--- src/rtl/instr_seq_ctrl_pkg.sv ---
// Shared opcode map, FSM state encoding and decoded instruction-class type
// for the instruction sequencer.
package instr_seq_ctrl_pkg;

  localparam logic [7:0] OP_JMP   = 8'h01;
  localparam logic [7:0] OP_JMPE  = 8'h02;
  localparam logic [7:0] OP_JMPNE = 8'h03;
  localparam logic [7:0] OP_HLT   = 8'h0F;
  localparam logic [7:0] OP_LOAD  = 8'h10;
  localparam logic [7:0] OP_STORE = 8'h11;

  // ALU opcodes occupy 8'h20..8'h27: ADD SUB AND OR XOR SHL SHR CMP
  localparam logic [7:0] OP_ADD   = 8'h20;
  localparam logic [7:0] OP_CMP   = 8'h27;

  localparam int LAT_W = 4;

  typedef enum logic [2:0] {
    S_IDLE   = 3'd0,
    S_FETCH  = 3'd1,
    S_DECODE = 3'd2,
    S_EXEC   = 3'd3,
    S_MEM    = 3'd4,
    S_WB     = 3'd5,
    S_HALT   = 3'd6
  } state_e;

  typedef struct packed {
    logic jmp;
    logic jmpe;
    logic jmpne;
    logic hlt;
    logic ld;
    logic st;
    logic alu;
    logic nop;
  } iclass_t;

  function automatic logic is_alu_op(input logic [7:0] op);
    return (op >= OP_ADD) && (op <= OP_CMP);
  endfunction

endpackage

--- src/rtl/instr_seq_ctrl_class_dec.sv ---
// Combinational opcode classifier: maps ir[31:24] to a one-hot instruction class.
// Any opcode outside the defined set decodes as NOP.
module instr_class_dec
  import instr_seq_ctrl_pkg::*;
(
  input  logic [7:0] opcode_i,
  output iclass_t    cls_o
);

  always_comb begin
    cls_o = '0;
    case (opcode_i)
      OP_JMP:   cls_o.jmp   = 1'b1;
      OP_JMPE:  cls_o.jmpe  = 1'b1;
      OP_JMPNE: cls_o.jmpne = 1'b1;
      OP_HLT:   cls_o.hlt   = 1'b1;
      OP_LOAD:  cls_o.ld    = 1'b1;
      OP_STORE: cls_o.st    = 1'b1;
      default: begin
        if (is_alu_op(opcode_i)) cls_o.alu = 1'b1;
        else                     cls_o.nop = 1'b1;
      end
    endcase
  end

endmodule

--- src/rtl/instr_seq_ctrl.sv ---
// Multi-cycle fetch/decode/exec sequencer; strobes are Mealy outputs of the current state,
// fetch and data accesses stall on their acks. Optional perf counters: INSTR_SEQ_PERF_EN.
module instr_seq_ctrl
  import instr_seq_ctrl_pkg::*;
#(
  parameter int ALU_LAT = 1
`ifdef INSTR_SEQ_PERF_EN
  , parameter int CNT_W = 32
`endif
) (
  input  logic        clk,
  input  logic        reset,
  input  logic        start,
  output logic        imem_req,
  input  logic        imem_ack,
  input  logic [31:0] imem_rdata,
  output logic [31:0] ir,
  input  logic        ZF,
  output logic        pc_inc,
  output logic        pc_load,
  output logic [23:0] pc_target,
  output logic        alu_en,
  output logic        dmem_req,
  output logic        dmem_we,
  input  logic        dmem_ack,
  output logic        rf_we,
  output logic        halted
`ifdef INSTR_SEQ_PERF_EN
  , output logic [CNT_W-1:0] cycle_cnt
  , output logic [CNT_W-1:0] retired_cnt
`endif
);

  state_e            state_q, state_d;
  logic [31:0]       ir_q, ir_d;
  logic [LAT_W-1:0]  lat_q, lat_d;
  iclass_t           cls;

  instr_class_dec u_class_dec (
    .opcode_i (ir_q[31:24]),
    .cls_o    (cls)
  );

  always_comb begin
    state_d  = state_q;
    ir_d     = ir_q;
    lat_d    = lat_q;
    imem_req = 1'b0;
    pc_inc   = 1'b0;
    pc_load  = 1'b0;
    alu_en   = 1'b0;
    dmem_req = 1'b0;
    dmem_we  = 1'b0;
    rf_we    = 1'b0;
    halted   = 1'b0;
    case (state_q)
      S_IDLE: begin
        if (start) state_d = S_FETCH;
      end
      S_FETCH: begin
        imem_req = 1'b1;
        if (imem_ack) begin
          ir_d    = imem_rdata;
          state_d = S_DECODE;
        end
      end
      S_DECODE: begin
        state_d = S_FETCH;
        if (cls.jmp) begin
          pc_load = 1'b1;
        end else if (cls.jmpe) begin
          pc_load = ZF;
          pc_inc  = !ZF;
        end else if (cls.jmpne) begin
          pc_load = !ZF;
          pc_inc  = ZF;
        end else if (cls.hlt) begin
          state_d = S_HALT;
        end else if (cls.ld || cls.st) begin
          state_d = S_MEM;
        end else if (cls.alu) begin
          // Counter is preloaded so EXEC lasts exactly ALU_LAT cycles.
          lat_d   = LAT_W'(ALU_LAT - 1);
          state_d = S_EXEC;
        end else if (cls.nop) begin
          pc_inc = 1'b1;
        end
      end
      S_EXEC: begin
        alu_en = 1'b1;
        if (lat_q == '0) state_d = S_WB;
        else             lat_d   = lat_q - 1'b1;
      end
      S_MEM: begin
        dmem_req = 1'b1;
        dmem_we  = cls.st;
        if (dmem_ack) begin
          if (cls.st) begin
            pc_inc  = 1'b1;
            state_d = S_FETCH;
          end else begin
            state_d = S_WB;
          end
        end
      end
      S_WB: begin
        rf_we   = 1'b1;
        pc_inc  = 1'b1;
        state_d = S_FETCH;
      end
      S_HALT: begin
        halted = 1'b1;
      end
      default: state_d = S_IDLE;
    endcase
  end

  always_ff @(posedge clk) begin
    if (reset) begin
      state_q <= S_IDLE;
      ir_q    <= '0;
      lat_q   <= '0;
    end else begin
      state_q <= state_d;
      ir_q    <= ir_d;
      lat_q   <= lat_d;
    end
  end

  assign ir        = ir_q;
  assign pc_target = ir_q[23:0];

`ifdef INSTR_SEQ_PERF_EN
  logic [CNT_W-1:0] cyc_q, ret_q;

  always_ff @(posedge clk) begin
    if (reset) begin
      cyc_q <= '0;
      ret_q <= '0;
    end else begin
      if (state_q != S_IDLE && state_q != S_HALT) cyc_q <= cyc_q + CNT_W'(1);
      if (pc_inc || pc_load)                      ret_q <= ret_q + CNT_W'(1);
    end
  end

  assign cycle_cnt   = cyc_q;
  assign retired_cnt = ret_q;
`endif

endmodule

--- config.mk ---
export PLATFORM = sky130hd
export DESIGN_NAME = instr_seq_ctrl
export DESIGN_NICKNAME = d
export VERILOG_FILES = /design/src/rtl/instr_seq_ctrl_pkg.sv /design/src/rtl/instr_seq_ctrl_class_dec.sv /design/src/rtl/instr_seq_ctrl.sv
export SDC_FILE = /design/constraint.sdc
export NUM_CORES = 1
export LEC_CHECK = 0
export CORE_MARGIN = 1
export CORE_UTILIZATION = 44
export CTS_BUF_LIST = sky130_fd_sc_hd__clkbuf_16
export DETAILED_ROUTE_END_ITERATION = 10
export PLACE_DENSITY = 0.82
export RECOVER_POWER = 100
export SYNTH_ARGS = -nofsm -noshare
export SYNTH_HDL_FRONTEND = slang
export SYNTH_HIERARCHICAL = 1
export SYNTH_SLANG_ARGS = --single-unit
--- constraint.sdc ---
create_clock -name clk -period 3.8 [get_ports clk]
set_input_delay 1.14 -clock clk [delete_from_list [all_inputs] [get_ports clk]]
set_output_delay 1.14 -clock clk [all_outputs]
set_load 0.1 [all_outputs]
==> parameters.txt <==
Parameter                              Value

Outcome
  Result of the run ... complete, but fails checks
  Violations in the final reports ... DRC, capacitance limit, slew limit

Clocking
  Max H-tree Level ... 2
  Number of buffers inserted during clock tree synthesis ... 5
  Maximum root-to-sink buffer count ... 2
  Clock transition at the registers of the reported paths ... 50 ps
  Buffer count from post-CTS setup fixing ... 0
  Resized cells post-CTS ... 0
  Hold buffer count at cts ... 0
  # clock sinks ... 39
  Buffer type at the clock tree root ... sky130_fd_sc_hd__clkbuf_16
  Clock tree from TritonCTS ... yes
  Clock latency of the later-clocked register in the worst-skew pair ... 270 ps

Floorplanning
  Starting density of the core ... 0.4709
  Total I/O pin count ... 102
  Core Area ... 0.004474 mm^2
  Die area ... 0.005069 mm^2
  DIE HEIGHT ... 71.20 um
  Width of the die ... 71.20 um
  Standard-cell rows ... 24

Worst setup path
  Data required time at the worst endpoint ... 2660 ps
  Category of the most critical setup path ... in2out
  Max Fanout on Critical Path ... 3
  Startpoint types ... primary input
  Reg2Reg Depth ... 7
  Critical path data arrival time ... 2420 ps
  Element type at the critical path end ... output port
  FF-to-FF setup slack ... 1780 ps
  RR Startpoint ... ir[30]
  Worst R2R End ... state_q[2]

Power
  Pwr/cell area ... 516.8 mW/mm^2
  Sequential fraction of design power ... 0.342
  Net switching power figure ... 0.0006063 W
  Largest voltage drop on the vdd net ... 369.7 uV
  Sw Ratio ... 0.4398
  Part of the total power dissipated in combinational logic ... 0.380
  Tot Pwr ... 0.001379 W
  Internal ... 0.0007724 W
  Fraction of power consumed by the clock network ... 0.279
  Static leakage power ... 0.9436 nW

Flow run
  Max-capacitance violation count ... 1

Detailed routing
  Post-detailed-routing wire length ... 4846 um
  Length of the first detailed-routing pass in iterations ... 7
  DRT iter0 DRCs ... 108
  Post-route antenna net violation count ... 0
  Per-cell via count in the routed design ... 5.072
  Overall via count from detail_route ... 1968
  # DRC ... 5
  Average wire length per cell after detail routing ... 12.49 um

STA
  Unrepaired setup endpoints after global routing ... false
  Period utilization ... 0.9381
  Worst Clk Skew ... 3.361 ps
  Final number of hold-violating endpoints ... 0
  Actual transition at the worst max-transition pin ... 1753 ps
  Max Freq ... 280.5 MHz
  Number of setup violations in the final report ... 0
  Final-report max-slew violation count ... 40
  Worst max-slew margin expressed relative to the limit ... -0.1687
  Final worst path period need ... 3565 ps

Synthesis
  Fraction of post-synthesis cell area in the top cell type by area ... 0.3705
  Mapped Area ... 0.002107 mm^2
  Number of standard cells after synthesis ... 264
  Cell type with the largest total area after synthesis ... sky130_fd_sc_hd__dfxtp_1
  Ys Warns ... 6
  Flop and latch count out of synthesis ... 39
  Synth top area cells ... sky130_fd_sc_hd__dfxtp_1 (37%), sky130_fd_sc_hd__nand2_1 (12%), sky130_fd_sc_hd__buf_4 (9.6%)
  Most frequently used flop master after synthesis ... sky130_fd_sc_hd__dfxtp_1
  Mean area per synthesized cell ... 7.981 um^2
  Seq/Total Area, Yosys ... 0.3705
  Count of flip-flops with a built-in enable after synthesis ... 0
  FFs w/ async S/R, synth ... 0
  Synth unique cells ... 49
  Net Count, Synth ... 304

Layout
  Antenna diode instance count ... 0
  Number of nets in the final layout ... 377
  Final non-filler cell area ... 0.002668 mm^2
  Number of fill cells ... 469
  Leading cell types in the layout, fill and taps excluded ... sky130_fd_sc_hd__nand2_1 (69), sky130_fd_sc_hd__clkbuf_1 (62), sky130_fd_sc_hd__dfxtp_1 (39)
  Leading cell type in the layout, fill and taps excluded ... sky130_fd_sc_hd__nand2_1
  Area growth, synth to finish ... 26.60%
  Core occupancy in the finished layout ... 0.5962
  Count of placed standard cells in the final layout, fillers left out ... 388
  Ratio of cells with drive above 1 in the final layout ... 0.08333

Min path
  Hold WC Path Type ... reg2reg
  Number of cells traversed by the worst hold path ... 2
  Worst Hold Endpoint ... ir[5]
  Source of the worst hold timing path ... ir[5]

Global route
  Via count of the first global-routing pass ... 1830
  Antenna violations before repair ... 0
  Wire length of the first global-routing pass ... 8342 um
  Gr ovfl total ... 0
  Pin count of the biggest net entering global routing ... 40
  Global router's overall resource usage ... 0.2048

Placement
  Gp weighted congestion ... 0.8219
  Placed standard-cell area ... 0.002805 mm^2
  Placed cell count ... 382
  Buffers added on ports ... 101
  Post-detailed-placement half-perimeter wirelength ... 3483 um
==> how the worst max path moves through the flow <==
stage                  to  slack (ps)  startpoint  cells past startpoint
5_1_grt        state_q[2]         160       reset                      5
3_5_place_dp       pc_inc         350    dmem_ack                      4
4_1_cts            pc_inc         340    dmem_ack                      4
3_3_place_gp       pc_inc         370    dmem_ack                      4
2_1_floorplan      pc_inc        -320      ir[28]                      4
6_report           pc_inc         240    dmem_ack                      4
==> kinds of logic (layout without fill, tap and decap cells) <==
kind of cell / count (synthesis) / in the layout / synth area share
AOI/OAI and AO/OA: 55 / 55 / 0.1728
xor gates and xnor gates: 2 / 2 / 0.008315
adders and majority gates: 2 / 2 / 0.01187
buffers and inverters: 45 / 117 / 0.1479
DFF: 39 / 39 / 0.3705
and+or+nand+nor: 121 / 121 / 0.2886
==> stage by stage <==
stage / TNS (ps) / setup WS (ps) / hold slack, ps
6_report: 0 / 235.4 / 464.0
4_1_cts: 0 / 338.3 / 469.5
3_3_place_gp: 0 / 366.7 / 457.0
3_5_place_dp: 0 / 345.2 / 461.9
5_1_grt: 0 / 163.4 / 491.5
2_1_floorplan: -318.1 / -318.1 / 461.5
==> power groups by stage <==
stage | registers, W | clock network (W) | logic (W)
final | 0.000471 | 0.000384 | 0.000523
after global routing | 0.000476 | 0.000413 | 0.000549
after CTS | 0.000472 | 0.000395 | 0.000570
after detailed placement | 0.000480 | 0 | 0.000569
after global placement | 0.000479 | 0 | 0.000566
after floorplan | 0.000636 | 0 | 0.000311
==> worst max-delay path: stages <==
cell	delay, ps
sky130_fd_sc_hd__clkdlybuf4s50_1	560
sky130_fd_sc_hd__a21oi_1	90
sky130_fd_sc_hd__o32ai_1	400
sky130_fd_sc_hd__buf_12	230
==> flip-flops by register name, summed over array words and instances (netlist names) <==
name,cells
ir,32
state_q,3
lat_q,4
==> synth_stat cells (all sizes together), types with 3 or more instances <==
master / number
nor2b: 3
a21oi: 38
inv: 6
nand3: 6
nor2: 13
buf: 35
and3: 4
nand2: 70
dfxtp: 39
clkbuf: 4
nor3: 9
==> routing by layer <==
metal / track usage / vias to the layer above / share of wire
met5: 0 / - / 0
met4: 0.06889 / 0 / 0.012
met2: 0.3312 / 72 / 0.46
met3: 0.05413 / 6 / 0.073
met1: 0.2646 / 875 / 0.45
li1: - / 1015 / -
==> layout make-up <==
| type | count | area [um^2] | area share |
|---|---|---|---|
| Timing Repair Buffer | 105 | 655.6 | 0.2458 |
| Clock inverter | 1 | 7.507 | 0.002814 |
| Clock buffer | 5 | 125.1 | 0.04690 |
| Multi-Input combinational cell | 180 | 1011 | 0.3790 |
| Tap cell | 52 | 65.06 | 0.02439 |
| Sequential cell | 39 | 780.7 | 0.2927 |
| Inverter | 6 | 22.52 | 0.008443 |
(Power assumes the default switching activity.)
